<file path="src/rtl/alu_pkg.sv">
// Shared opcode encoding, FSM state type and opcode type for the sequential ALU.
package alu_pkg;

  typedef logic [2:0] op_t;

  localparam op_t OP_ADD = 3'b000;
  localparam op_t OP_SUB = 3'b001;
  localparam op_t OP_SRA = 3'b010;
  localparam op_t OP_SRL = 3'b011;
  localparam op_t OP_SLL = 3'b100;
  localparam op_t OP_AND = 3'b101;
  localparam op_t OP_OR  = 3'b110;
  localparam op_t OP_MUL = 3'b111;

  typedef enum logic {
    ST_IDLE = 1'b0,
    ST_EXEC = 1'b1
  } state_t;

endpackage

</file>
<file path="src/rtl/seq_alu_if.sv">
// Request/response bundle between the datapath and the sequential ALU.
interface seq_alu_if
  import alu_pkg::*;
#(
  parameter int unsigned WIDTH = 8
);

  logic             START;
  logic [WIDTH-1:0] A;
  logic [WIDTH-1:0] B;
  op_t              OP;
  logic             BUSY;
  logic             DONE;
  logic [WIDTH-1:0] Y;
  logic [WIDTH-1:0] YH;
  logic             C;
  logic             V;
  logic             N;
  logic             Z;

  modport master (
    output START, A, B, OP,
    input  BUSY, DONE, Y, YH, C, V, N, Z
  );

  modport slave (
    input  START, A, B, OP,
    output BUSY, DONE, Y, YH, C, V, N, Z
  );

endinterface

</file>
<file path="src/rtl/alu_addsub.sv">
// Combinational WIDTH-bit adder/subtractor with carry-out and signed overflow.
module alu_addsub #(
  parameter int unsigned WIDTH = 8
) (
  input  logic [WIDTH-1:0] a_i,
  input  logic [WIDTH-1:0] b_i,
  input  logic             sub_i,
  output logic [WIDTH-1:0] sum_c_o,
  output logic             cout_c_o,
  output logic             ovf_c_o
);

  localparam int unsigned XW = WIDTH + 1;

  logic [WIDTH-1:0] b_eff;

  assign b_eff              = sub_i ? ~b_i : b_i;
  assign {cout_c_o, sum_c_o} = {1'b0, a_i} + {1'b0, b_eff} + XW'(sub_i);
  // Overflow: operands of equal sign produce a result of the other sign.
  assign ovf_c_o            = (a_i[WIDTH-1] == b_eff[WIDTH-1]) &&
                              (sum_c_o[WIDTH-1] != a_i[WIDTH-1]);

endmodule

</file>
<file path="src/rtl/seq_alu.sv">
// Multi-cycle ALU: single-cycle arithmetic/logic, bit-serial shifts and shift-add multiply
// behind a START/BUSY/DONE handshake with registered result and flags.
module seq_alu
  import alu_pkg::*;
#(
  parameter int unsigned WIDTH = 8,
  parameter int unsigned SHW   = $clog2(WIDTH)
) (
  input  logic      CLK,
  input  logic      RESET,
  seq_alu_if.slave  bus
);

  localparam int unsigned CW = $clog2(WIDTH + 1);

  state_t           state_q;
  op_t              op_q;
  logic [CW-1:0]    cnt_q;
  logic [WIDTH-1:0] sh_q;
  logic [WIDTH-1:0] mq_q;
  logic [WIDTH-1:0] acc_q;
  logic             busy_q;
  logic             done_q;
  logic [WIDTH-1:0] y_q;
  logic [WIDTH-1:0] yh_q;
  logic             c_q;
  logic             v_q;
  logic             n_q;
  logic             z_q;

  logic             idle_c;
  logic             is_shift_c;
  logic             fin_c;
  op_t              op_c;
  logic [SHW-1:0]   s_in_c;
  logic [WIDTH-1:0] sh_c;
  logic [WIDTH-1:0] mq_c;
  logic [WIDTH-1:0] acc_c;
  logic [WIDTH-1:0] add_a_c;
  logic [WIDTH-1:0] add_b_c;
  logic             add_sub_c;
  logic [WIDTH-1:0] sum_c;
  logic             cout_c;
  logic             ovf_c;
  logic [WIDTH-1:0] sh_nxt_c;
  logic             sh_out_c;
  logic [WIDTH-1:0] addend_c;
  logic [WIDTH-1:0] acc_nxt_c;
  logic [WIDTH-1:0] mq_nxt_c;
  logic [WIDTH-1:0] res_y_c;
  logic [WIDTH-1:0] res_yh_c;
  logic             res_c_c;
  logic             res_v_c;

  // Step operands: live inputs while idle (the first step runs on the accept edge), latched ones in EXEC.
  always_comb begin
    idle_c     = (state_q == ST_IDLE);
    s_in_c     = bus.B[SHW-1:0];
    op_c       = idle_c ? bus.OP : op_q;
    sh_c       = idle_c ? bus.A  : sh_q;
    mq_c       = idle_c ? bus.B  : mq_q;
    acc_c      = idle_c ? '0     : acc_q;
    is_shift_c = (op_c == OP_SRA) || (op_c == OP_SRL) || (op_c == OP_SLL);
    add_a_c    = bus.A;
    add_b_c    = bus.B;
    add_sub_c  = (op_c == OP_SUB);
    if (op_c == OP_MUL) begin
      add_a_c   = acc_c;
      add_b_c   = sh_c;
      add_sub_c = 1'b0;
    end
  end

  alu_addsub #(.WIDTH(WIDTH)) u_addsub (
    .a_i      (add_a_c),
    .b_i      (add_b_c),
    .sub_i    (add_sub_c),
    .sum_c_o  (sum_c),
    .cout_c_o (cout_c),
    .ovf_c_o  (ovf_c)
  );

  // One shift step, one multiply step, and the result that would be written this cycle.
  always_comb begin
    case (op_c)
      OP_SRA:  sh_nxt_c = {sh_c[WIDTH-1], sh_c[WIDTH-1:1]};
      OP_SLL:  sh_nxt_c = {sh_c[WIDTH-2:0], 1'b0};
      default: sh_nxt_c = {1'b0, sh_c[WIDTH-1:1]};
    endcase
    sh_out_c  = (op_c == OP_SLL) ? sh_c[WIDTH-1] : sh_c[0];

    addend_c  = mq_c[0] ? sum_c : acc_c;
    acc_nxt_c = {mq_c[0] & cout_c, addend_c[WIDTH-1:1]};
    mq_nxt_c  = {addend_c[0], mq_c[WIDTH-1:1]};

    res_y_c   = sum_c;
    res_yh_c  = '0;
    res_c_c   = cout_c;
    res_v_c   = ovf_c;
    case (op_c)
      OP_AND: begin
        res_y_c = bus.A & bus.B;
        res_c_c = 1'b0;
        res_v_c = 1'b0;
      end
      OP_OR: begin
        res_y_c = bus.A | bus.B;
        res_c_c = 1'b0;
        res_v_c = 1'b0;
      end
      OP_SRA, OP_SRL, OP_SLL: begin
        res_v_c = 1'b0;
        if (idle_c && (s_in_c == '0)) begin
          res_y_c = sh_c;
          res_c_c = 1'b0;
        end else begin
          res_y_c = sh_nxt_c;
          res_c_c = sh_out_c;
        end
      end
      OP_MUL: begin
        res_y_c  = mq_nxt_c;
        res_yh_c = acc_nxt_c;
        res_c_c  = |acc_nxt_c;
        res_v_c  = |acc_nxt_c;
      end
      default: ;
    endcase

    if (idle_c) begin
      fin_c = bus.START && (op_c != OP_MUL) && !(is_shift_c && (s_in_c > SHW'(1)));
    end else begin
      fin_c = (cnt_q == CW'(1));
    end
  end

  // FSM, step registers and registered outputs. The counter holds the steps still to run,
  // so it is loaded one below the step total because the accept edge already ran one.
  always_ff @(posedge CLK) begin
    if (RESET) begin
      state_q <= ST_IDLE;
      op_q    <= OP_ADD;
      cnt_q   <= '0;
      sh_q    <= '0;
      mq_q    <= '0;
      acc_q   <= '0;
      busy_q  <= 1'b0;
      done_q  <= 1'b0;
      y_q     <= '0;
      yh_q    <= '0;
      c_q     <= 1'b0;
      v_q     <= 1'b0;
      n_q     <= 1'b0;
      z_q     <= 1'b0;
    end else begin
      done_q <= fin_c;
      if (fin_c) begin
        y_q  <= res_y_c;
        yh_q <= res_yh_c;
        c_q  <= res_c_c;
        v_q  <= res_v_c;
        n_q  <= res_y_c[WIDTH-1];
        z_q  <= (res_y_c == '0) && (res_yh_c == '0);
      end
      case (state_q)
        ST_IDLE: begin
          if (bus.START) begin
            op_q <= bus.OP;
            if (!fin_c) begin
              state_q <= ST_EXEC;
              busy_q  <= 1'b1;
              mq_q    <= mq_nxt_c;
              acc_q   <= acc_nxt_c;
              if (bus.OP == OP_MUL) begin
                sh_q  <= bus.A;
                cnt_q <= CW'(WIDTH - 1);
              end else begin
                sh_q  <= sh_nxt_c;
                cnt_q <= CW'(s_in_c) - CW'(1);
              end
            end
          end
        end
        ST_EXEC: begin
          cnt_q <= cnt_q - CW'(1);
          mq_q  <= mq_nxt_c;
          acc_q <= acc_nxt_c;
          if (op_q != OP_MUL) begin
            sh_q <= sh_nxt_c;
          end
          if (fin_c) begin
            state_q <= ST_IDLE;
            busy_q  <= 1'b0;
          end
        end
      endcase
    end
  end

  assign bus.BUSY = busy_q;
  assign bus.DONE = done_q;
  assign bus.Y    = y_q;
  assign bus.YH   = yh_q;
  assign bus.C    = c_q;
  assign bus.V    = v_q;
  assign bus.N    = n_q;
  assign bus.Z    = z_q;

endmodule

</file>
<file path="src/flat_wrapper.sv">
// flat-port wrapper written by rule: the top's interface ports become plain ports
module seq_alu_flat import alu_pkg::*;
#(
  parameter int unsigned WIDTH = 8,
  parameter int unsigned SHW   = $clog2(WIDTH)
)
  (CLK, RESET, bus_START, bus_A, bus_B, bus_OP, bus_BUSY, bus_DONE, bus_Y, bus_YH, bus_C, bus_V, bus_N, bus_Z);
  seq_alu_if #(.WIDTH(WIDTH)) bus_i ();
  input  logic CLK;
  input  logic RESET;
  input wire logic [$bits(bus_i.START)-1:0] bus_START;
  input wire logic [$bits(bus_i.A)-1:0] bus_A;
  input wire logic [$bits(bus_i.B)-1:0] bus_B;
  input wire logic [$bits(bus_i.OP)-1:0] bus_OP;
  output wire logic [$bits(bus_i.BUSY)-1:0] bus_BUSY;
  output wire logic [$bits(bus_i.DONE)-1:0] bus_DONE;
  output wire logic [$bits(bus_i.Y)-1:0] bus_Y;
  output wire logic [$bits(bus_i.YH)-1:0] bus_YH;
  output wire logic [$bits(bus_i.C)-1:0] bus_C;
  output wire logic [$bits(bus_i.V)-1:0] bus_V;
  output wire logic [$bits(bus_i.N)-1:0] bus_N;
  output wire logic [$bits(bus_i.Z)-1:0] bus_Z;
  assign bus_i.START = bus_START;
  assign bus_i.A = bus_A;
  assign bus_i.B = bus_B;
  assign bus_i.OP = bus_OP;
  assign bus_BUSY = bus_i.BUSY;
  assign bus_DONE = bus_i.DONE;
  assign bus_Y = bus_i.Y;
  assign bus_YH = bus_i.YH;
  assign bus_C = bus_i.C;
  assign bus_V = bus_i.V;
  assign bus_N = bus_i.N;
  assign bus_Z = bus_i.Z;
  seq_alu #(.WIDTH(WIDTH), .SHW(SHW)) u_core (.CLK(CLK), .RESET(RESET), .bus(bus_i));
endmodule
</file>
<file path="config.mk">
export PLATFORM = sky130hd
export DESIGN_NAME = seq_alu_flat
export DESIGN_NICKNAME = d
export VERILOG_FILES = /design/src/rtl/alu_pkg.sv /design/src/rtl/seq_alu_if.sv /design/src/rtl/alu_addsub.sv /design/src/rtl/seq_alu.sv /design/src/flat_wrapper.sv
export SDC_FILE = /design/constraint.sdc
export NUM_CORES = 1
export LEC_CHECK = 0
export CAP_MARGIN = 20
export CORE_MARGIN = 1.5
export CORE_UTILIZATION = 50
export DETAILED_ROUTE_END_ITERATION = 10
export GPL_ROUTABILITY_DRIVEN = 0
export PLACE_DENSITY = 0.72
export SLEW_MARGIN = 30
export SYNTH_ARGS = -nofsm -noshare
export SYNTH_HDL_FRONTEND = slang
export SYNTH_SLANG_ARGS = --single-unit
</file>
<file path="constraint.sdc">
create_clock -name CLK -period 9.84 [get_ports CLK]
set_input_delay 1.476 -clock CLK [delete_from_list [all_inputs] [get_ports CLK]]
set_output_delay 1.476 -clock CLK [all_outputs]
set_load 0.02 [all_outputs]
</file>
==> impl_metrics.py <==
metrics = {
    "clock_tree": {
        "path_clk_slew_ps": 100,
        "clock_latency_ps": 320,
        "clkSinkCount": 53,
        "cts_repair_resize_count": 0,
        "cts_buffers": 5,
        "cts_setup_buffers": 0,
        "cts_tree": "done",
        "hold_buffers": 0,
        "cts-root-buf": "clkbuf_8",
        "h-tree-depth": 2,
        "clock_path_buffers": 2,
    },
    "logic_synthesis": {
        "synth_compound_gate_area_share_pct": 28.46,
        "synth-xor-area-share_pct": 2.837,
        "synthTopCellsByArea": "dfxtp_1 25%, nand2_1 7.0%, nor2_1 5.5%",
        "synth_seq_cells": 53,
        "synth_area_mm2": 0.004322,
        "synthAdderAreaFrac_pct": 4.227,
        "yosys_warnings": 0,
        "ys_seq_area_share_pct": 24.55,
        "yosysUniqueCellTypes": 79,
        "synthCells": 574,
        "synth_top_family_by_area": "compound AO/OA/AOI/OAI gates",
        "synth-edff-count": 0,
        "ys_async_sr_fraction_pct": 0,
        "yosysTopAreaCell": "dfxtp_1",
        "synth_mux_area_share_pct": 8.251,
        "synthFlopType": "dfxtp_1",
        "synth_top_area_share_pct": 24.55,
        "postSynthAreaPerCell_um2": 7.529,
        "synth-simple-area-share_pct": 25.62,
        "synth.net_count": 610,
    },
    "sta": {
        "final.min_clock_period_ps": 6114,
        "fin_ws_ps": 3726,
        "hold_slack_ps": 454.5,
        "worst_pin_slew_ps": 944.4,
        "slew_headroom_pct": 35.24,
        "rsz0062_at_grt": "false",
        "hold_viol_final": 0,
        "fin_skew_ps": 13.35,
        "timing.setup.tns_ps": 0,
        "fin_crit_sh_pct": 62.13,
        "max_freq_ghz": 0.1636,
        "setup_viol": 0,
        "maxSlewViolCount": 0,
    },
    "power": {
        "powerDensity_mw_per_mm2": 149.0,
        "vdd_ir_drop_max_mv": 0.08363,
        "p_leak_nw": 1.805,
        "p_total_mw": 0.7141,
    },
    "setup_path": {
        "critPathCaptureType": "register",
        "crit_required_ps": 10010,
        "critPathKind": "in2reg",
        "crit_fanout": 16,
        "cp.arrival_ps": 6290,
        "startpoint_type": "input port",
    },
    "finish": {
        "antennaDiodeCount": 0,
        "nNetsFinal": 621,
        "finalNonFillerCells": 691,
        "multiInputGateArea_mm2": 0.003002,
        "drive_gt1_share_pct": 7.679,
        "regArea_mm2": 0.001062,
        "area_growth_pct": 10.89,
        "fillers": 804,
    },
    "placement": {
        "place_inst": 683,
        "dp_slack_ps": 3179,
        "io_buffer_count": 43,
        "dp_hpwl_um": 9639,
    },
    "detailed_routing": {
        "dr_total_vias": 4514,
        "ant_nets": 0,
        "drc": 0,
        "drt_pass1_iterations": 5,
        "drt-vias-per-instance": 6.533,
        "drt-initial-drc-count": 411,
        "wl_per_cell_um": 19.25,
        "drt-total-wl_um": 13300,
    },
    "global_routing": {
        "grt_pass1_wl_um": 20990,
        "grt_max_degree": 55,
        "overflow": 0,
        "grt_pass1_vias": 4197,
        "antenna_found_initial": 0,
        "grt_usage_pct": 29.65,
    },
    "flow_run": {
        "drv_cap": 0,
    },
    "die": {
        "dieArea_mm2": 0.009210,
        "rows": 33,
        "start_util_pct": 52.07,
        "core_mm2": 0.008299,
        "die_h_um": 95.97,
        "chipWidth_um": 95.97,
        "ios": 44,
    },
    "outcome": {
        "status": "complete, no violations",
    },
    "worst_hold_path": {
        "hold_path_class": "reg2reg",
    },
}
==> cells in the final DEF (no fill, tap or decap), types with 8 or more instances in the layout <==
cell type and count:
a211oi_1 29, nor2b_1 9, mux2i_1 23, ha_1 13, nor2_1 62, inv_1 13
nand2_1 81, a21oi_1 43, o211ai_1 9, clkdlybuf4s50_1 42, nand2b_1 9, a22oi_1 8
o21ai_0 26, mux2_2 10, dfxtp_1 52, nand3_1 20
==> registers in the layout (all words and copies together) (netlist names) <==
register and count:
u_core.acc_q 8, u_core.bus.YH 8, u_core.bus.Y 8, u_core.mq_q 8, u_core.sh_q 8, u_core.cnt_q 4
u_core.op_q 3, u_core.bus.BUSY 1, u_core.bus.C 1, u_core.bus.DONE 1, u_core.bus.V 1, u_core.bus.Z 1
u_core.state_q 1
==> worst paths after layout <==
check	slack, ps	to	depth (start not counted)	startpoint
worst min-delay path	450	u_core.bus.YH[3]$_SDFFE_PP0P_	2	u_core.bus.YH[3]$_SDFFE_PP0P_
worst min register to register	450	u_core.bus.YH[3]$_SDFFE_PP0P_	2	u_core.bus.YH[3]$_SDFFE_PP0P_
worst max-delay path	3730	u_core.bus.C$_SDFFE_PP0P_	15	bus_OP[0]
worst max register to register	4500	u_core.bus.C$_SDFFE_PP0P_	16	u_core.state_q$_SDFF_PP0_
==> cell usage after synthesis (10+ instances only) <==
| cell | n |
|---|---|
| a211oi_1 | 29 |
| a21oi_1 | 43 |
| buf_2 | 11 |
| clkbuf_1 | 22 |
| dfxtp_1 | 53 |
| ha_1 | 13 |
| inv_1 | 13 |
| mux2_2 | 10 |
| mux2i_1 | 23 |
| nand2_1 | 81 |
| nand3_1 | 20 |
| nor2_1 | 63 |
| o21ai_0 | 26 |
==> through the flow <==
step | utilization, % | area (um^2)
4_1_cts | 57.68 | 4787
3_5_place_dp | 56.60 | 4697
2_1_floorplan | - | 4322
3_3_place_gp | 56.60 | 4697
6_report | 57.74 | 4792
5_1_grt | 57.74 | 4792
==> where the power goes <==
part / internal, mW / switching [mW] / leakage [nW]
clock: 0.0509 / 0.0850 / 0.0445
combinational: 0.126 / 0.194 / 1.33
sequential: 0.238 / 0.0202 / 0.435
==> layer usage <==
layer	vias up	track usage [%]	routed length, um
met1	2109	37.05	5414
met2	237	49.24	6275
met3	44	5.608	1117
li1	2124	-	-
met5	-	0	0
met4	0	13.24	496
==> kinds of logic after synthesis <==
kind of cell | Yosys count
AO/OA/AOI/OAI | 180
XOR/XNOR | 14
flip-flops | 53
multiplexers | 34
AND/OR/NAND/NOR | 223
buffers and inverters | 56
adder cells (fa/ha/maj) | 14
==> worst max-delay path: stages <==
cell	delay, ps
clkdlybuf4s50_1	750
and4b_1	570
nor2_2	600
o21ai_0	230
xor2_1	220
inv_1	90
fa_1	470
nor2b_1	220
o31a_1	200
o31ai_1	90
a31o_2	240
a22o_1	210
or4_4	570
nor4_1	250
o41ai_1	110
==> layout make-up <==
type / instances / area share, %
multi-input combinational: 465 / 62.64
timing repair buffer: 47 / 9.556
sequential: 53 / 22.17
inverter: 13 / 1.018
clock buffer: 5 / 1.436
clock inverter: 3 / 0.4439
tap: 105 / 2.742
No activity file was read; power rests on OpenSTA's default activity.
